## src/rtl/parity_pkg.sv

```systemverilog
// Shared constants and helper for the parity frame generator.
package parity_pkg;

    localparam logic PAR_EVEN  = 1'b0;
    localparam logic PAR_ODD   = 1'b1;

    // Widest word par_bit accepts; narrower callers zero-extend, which leaves the XOR unchanged.
    localparam int   PAR_MAX_W = 256;

    function automatic logic par_bit(input logic [PAR_MAX_W-1:0] data, input logic odd);
        return (^data) ^ odd;
    endfunction

endpackage

```

## src/rtl/parity_calc.sv

```systemverilog
// Combinational parity of one word: raw XOR reduction and mode-adjusted parity bit.
module parity_calc
    import parity_pkg::*;
#(
    parameter int WIDTH = 8
) (
    input  logic [WIDTH-1:0] i_data,
    input  logic             i_odd,
    output logic             o_raw,
    output logic             o_par
);

    assign o_raw = ^i_data;

    generate
        if (WIDTH <= PAR_MAX_W) begin : g_fn
            assign o_par = par_bit(PAR_MAX_W'(i_data), i_odd);
        end else begin : g_wide
            assign o_par = o_raw ^ i_odd;
        end
    endgenerate

endmodule

```

## src/rtl/parity_frame_gen.sv

```systemverilog
// Streaming parity generator: one register stage, per-word parity and per-frame parity on the last word.
module parity_frame_gen
    import parity_pkg::*;
#(
    parameter int WIDTH     = 8,
    parameter int FRAME_LEN = 4,
    parameter int CNT_W     = (FRAME_LEN > 1) ? $clog2(FRAME_LEN) : 1
) (
    input  logic             clk,
    input  logic             rst_n,
    input  logic             odd_mode,
    input  logic             in_valid,
    output logic             in_ready,
    input  logic [WIDTH-1:0] in_data,
    output logic             out_valid,
    input  logic             out_ready,
    output logic [WIDTH-1:0] out_data,
    output logic             out_word_par,
    output logic             out_last,
    output logic             out_frame_par
);

    localparam logic [CNT_W-1:0] LAST_IDX = CNT_W'(FRAME_LEN - 1);

    logic             r_valid;
    logic [WIDTH-1:0] r_data;
    logic             r_word_par;
    logic             r_last;
    logic             r_frame_par;
    logic             r_acc;
    logic [CNT_W-1:0] r_idx;

    logic             w_accept;
    logic             w_raw;
    logic             w_word_par;
    logic             w_acc_next;
    logic             w_is_last;

    parity_calc #(
        .WIDTH (WIDTH)
    ) u_word_par (
        .i_data (in_data),
        .i_odd  (odd_mode),
        .o_raw  (w_raw),
        .o_par  (w_word_par)
    );

    // Ready only depends on the output stage, so no in_valid -> in_ready path exists.
    assign in_ready   = !r_valid || out_ready;
    assign w_accept   = in_valid && in_ready;
    assign w_acc_next = r_acc ^ w_raw;
    assign w_is_last  = (r_idx == LAST_IDX);

    always_ff @(posedge clk or negedge rst_n) begin
        if (!rst_n) begin
            r_valid     <= 1'b0;
            r_data      <= '0;
            r_word_par  <= 1'b0;
            r_last      <= 1'b0;
            r_frame_par <= 1'b0;
            r_acc       <= 1'b0;
            r_idx       <= '0;
        end else if (w_accept) begin
            r_valid    <= 1'b1;
            r_data     <= in_data;
            r_word_par <= w_word_par;
            if (w_is_last) begin
                r_last      <= 1'b1;
                r_frame_par <= w_acc_next ^ odd_mode;
                r_acc       <= 1'b0;
                r_idx       <= '0;
            end else begin
                r_last      <= 1'b0;
                r_frame_par <= 1'b0;
                r_acc       <= w_acc_next;
                r_idx       <= r_idx + CNT_W'(1);
            end
        end else if (out_ready) begin
            r_valid <= 1'b0;
        end
    end

    assign out_valid     = r_valid;
    assign out_data      = r_data;
    assign out_word_par  = r_word_par;
    assign out_last      = r_last;
    assign out_frame_par = r_frame_par;

endmodule

```

## config.mk

```make
export PLATFORM = sky130hd
export DESIGN_NAME = parity_frame_gen
export DESIGN_NICKNAME = d
export VERILOG_FILES = /design/src/rtl/parity_pkg.sv /design/src/rtl/parity_calc.sv /design/src/rtl/parity_frame_gen.sv
export SDC_FILE = /design/constraint.sdc
export NUM_CORES = 1
export LEC_CHECK = 0
export ABC_AREA = 1
export BUFFER_PORTS_ARGS = -buffer_cell sky130_fd_sc_hd__buf_4
export CORE_MARGIN = 2
export CORE_UTILIZATION = 35
export CTS_CLUSTER_SIZE = 20
export DETAILED_ROUTE_END_ITERATION = 7
export GPL_TIMING_DRIVEN = 0
export PLACE_DENSITY_LB_ADDON = 0.05
export SYNTH_ARGS = -nofsm -noshare
export SYNTH_HDL_FRONTEND = slang
export SYNTH_SLANG_ARGS = --single-unit
```

## constraint.sdc

```tcl
create_clock -name clk -period 1.2 [get_ports clk]
set_input_delay 0.24 -clock clk [delete_from_list [all_inputs] [get_ports clk]]
set_output_delay 0.24 -clock clk [all_outputs]
set_load 0.02 [all_outputs]
```

==> impl_metrics.ini <==
[status]
outcome = finished, final reports clean

[floorplanning]
chipWidth_microns = 51.5
ioPinCount = 26
die_y_microns = 51.5
start_util_pct = 36.3
rows = 17
core_sq_mm = 0.00217
die_area_sq_mm = 0.00265

[worst_setup_path]
r2r-start = out_valid$_DFFE_PN0P_
path_buf_inv = 1
slowest_delay_ns = 0.39
cp-end-kind = output pin
ff2ff_path_depth = 5
cp_top_family = flip-flops
worstPathArrival_ns = 0.90
regToRegSetupSlack_ns = 0.12
cp-start-kind = flop
crit_chain = nand2_2 > buf_4
r2r-end = out_data[1]$_DFFE_PN0P_
crit_end = in_ready
crit_start = out_valid$_DFFE_PN0P_
criticalPathCategory = reg2out
required_ns = 0.96
crit_fanout = 3
crit_cells = 2
slowest_stage = dfrtp_1

[timing]
slew_violations = 0
skew_ns = 0.00918
rsz0062_at_grt = no
finalHoldWorstSlack_ns = 0.214
maxSlewHeadroom_pct = 86.7
setup_total_negative_slack_ns = 0
worst_pin_slew_ns = 0.199
setup_ws_ns = 0.0637
hold_violations = 0
fin_crit_sh_pct = 94.7
setup_viol = 0
post-route-min-period_ns = 1.14
fmax_mhz = 880

[final_layout]
final_area_sq_mm = 0.00105
drive_gt1_share_pct = 26.8
nets = 157
nFillCells = 220
post-route-util_pct = 48.5
num_antenna_cells = 0
stdcell_count = 170
area_growth_pct = 33.5

[drt]
drc = 0
vias = 758
avgViaCountPerCell = 4.46
drt_wl_total_microns = 1600
antenna_left = 0
avgRoutedWirePerCell_microns = 9.40
drt_iter0_markers = 14
dr.pass1.iters = 4

[synth]
synth_warnings = 0
synth_nets = 126
avgSynthCellArea_sq_um = 7.04
synthFlopType = dfrtp_1
netlist.area_leader.share_pct = 47.6
ys_top_cells_by_area = dfrtp_1, nand2_1, o21ai_0
synth_edf_count = 0
yosysTopAreaCell = dfrtp_1
synth_cell_types = 15
synth-seq-cells = 15
ys_seq_area_share_pct = 47.6
syn_area_sq_um = 788
synthArstFlopShare_pct = 100
synthCells = 112

[global_route]
grt_pass1_vias = 690
grt_pass1_wl_microns = 2880
track_usage_pct = 14.8
grt_max_degree = 16
grt_overflow = 0
grt_antenna_before_repair = 0

[clock_network]
cts-root-buf = clkbuf_4
cts_tree = done
post_cts_buffers = 0
cts_made_buffers = 3
clk_latency_ns = 0.29
clkSlewWorstSetupHoldPaths_ns = 0.08
clockBufferDepth = 2
cts_sinks = 15
cts_max_level = 1

[placed_design]
portBuffers = 25
gp_congestion = 0.680
hpwl_microns = 1250
dp_slack_ns = -0.0267
place_area_sq_mm = 0.00101
dpl.cell_count = 165

[power_and_ir_drop]
p_leak_nw = 0.612
p_per_area_mw_per_mm2 = 1460
max-vdd-ir-drop_v = 0.000910
total_power_mw = 1.53

[hold_path]
worstHoldPathType = in2reg

[run]
maxCapViolCount = 0
## per-layer routing
metal / track usage, % / wire length [microns] / part of all wire, % / up-vias
li1: - / - / - / 403
met1: 18.7 / 768 / 48 / 330
met2: 24.4 / 727 / 45 / 22
met3: 6.14 / 94 / 5.9 / 3
met4: 1.32 / 7 / 0.44 / 0
met5: 0 / 0 / 0 / -
## Yosys cell counts (2+ instances only)
cell type and instances:
nand3_1 6, nand2_2 3, inv_2 2, o21ai_0 9
nor2_1 5, nand2_1 53, inv_1 12, dfrtp_1 15
## report_power, final
| part | switching [mW] | internal [mW] |
|---|---|---|
| sequential | 0.0705 | 0.625 |
| clock | 0.157 | 0.124 |
| combinational | 0.314 | 0.242 |
## cells in the final DEF, fill, tap and decap left out
| master | synthesis | routed |
|---|---|---|
| nand2_1 | 53 | 52 |
| clkinv_2 | 0 | 1 |
| nand2_2 | 3 | 4 |
| o21ai_0 | 9 | 9 |
| inv_2 | 2 | 2 |
| nor2_2 | 1 | 1 |
| o21a_1 | 1 | 1 |
| ha_1 | 1 | 1 |
| clkbuf_4 | 0 | 3 |
| buf_2 | 1 | 2 |
| buf_4 | 0 | 25 |
| xor2_1 | 1 | 1 |
| inv_1 | 12 | 12 |
| nand3_1 | 6 | 6 |
| dfrtp_1 | 15 | 15 |
| dlygate4sd3_1 | 0 | 1 |
| o21ai_1 | 1 | 1 |
| nor2_1 | 5 | 5 |
## flip-flops by register name, indices dropped and copies added, names as in the netlist
register	flops
out_data	8
out_frame_par	1
out_last	1
out_valid	1
out_word_par	1
r_acc	1
r_idx	2
## worst min-delay path, cell delays in order
cell and delay (ns):
buf_4 0.08, inv_1 0.03, nand2_2 0.06, nand2_1 0.05
## cell type report
| type | count | area, sq um | area share, % |
|---|---|---|---|
| plain buffers | 2 | 10.0 | 0.951 |
| clock inverters | 1 | 5.00 | 0.476 |
| clock buffers | 3 | 22.5 | 2.14 |
| well taps | 28 | 35.0 | 3.33 |
| flip-flops and latches | 15 | 375 | 35.7 |
| inverters | 14 | 52.6 | 4.99 |
| multi-input cells | 81 | 354 | 33.7 |
| repair buffers | 26 | 198 | 18.8 |
## worst min path at each step
stage	start	to	slack (ns)	cells past startpoint
after CTS	out_ready	out_valid$_DFFE_PN0P_	0.21	4
final	out_ready	out_valid$_DFFE_PN0P_	0.21	4
after floorplan	rst_n	out_data[0]$_DFFE_PN0P_	-0.06	0
after detailed placement	rst_n	out_data[7]$_DFFE_PN0P_	0.11	1
after global placement	rst_n	out_data[7]$_DFFE_PN0P_	0.10	1
after global routing	out_ready	out_valid$_DFFE_PN0P_	0.22	4
## cells by family after synthesis
kind of cell | Yosys count | synth area share [%]
fa+ha+maj | 1 | 1.59
buf+inv | 16 | 7.78
compound gates | 11 | 7.30
simple gates | 68 | 34.6
xor+xnor | 1 | 1.11
flops | 15 | 47.6
## repair_timing
| item | in CTS | in global routing |
|---|---|---|
| endpoints found under the setup margin | 0 | 4 |
| endpoints found under the hold margin | 15 | 0 |
| gates resized for setup | 0 | 1 |
| hold buffers | 1 | 0 |
No activity file was read; power rests on OpenSTA's default activity.
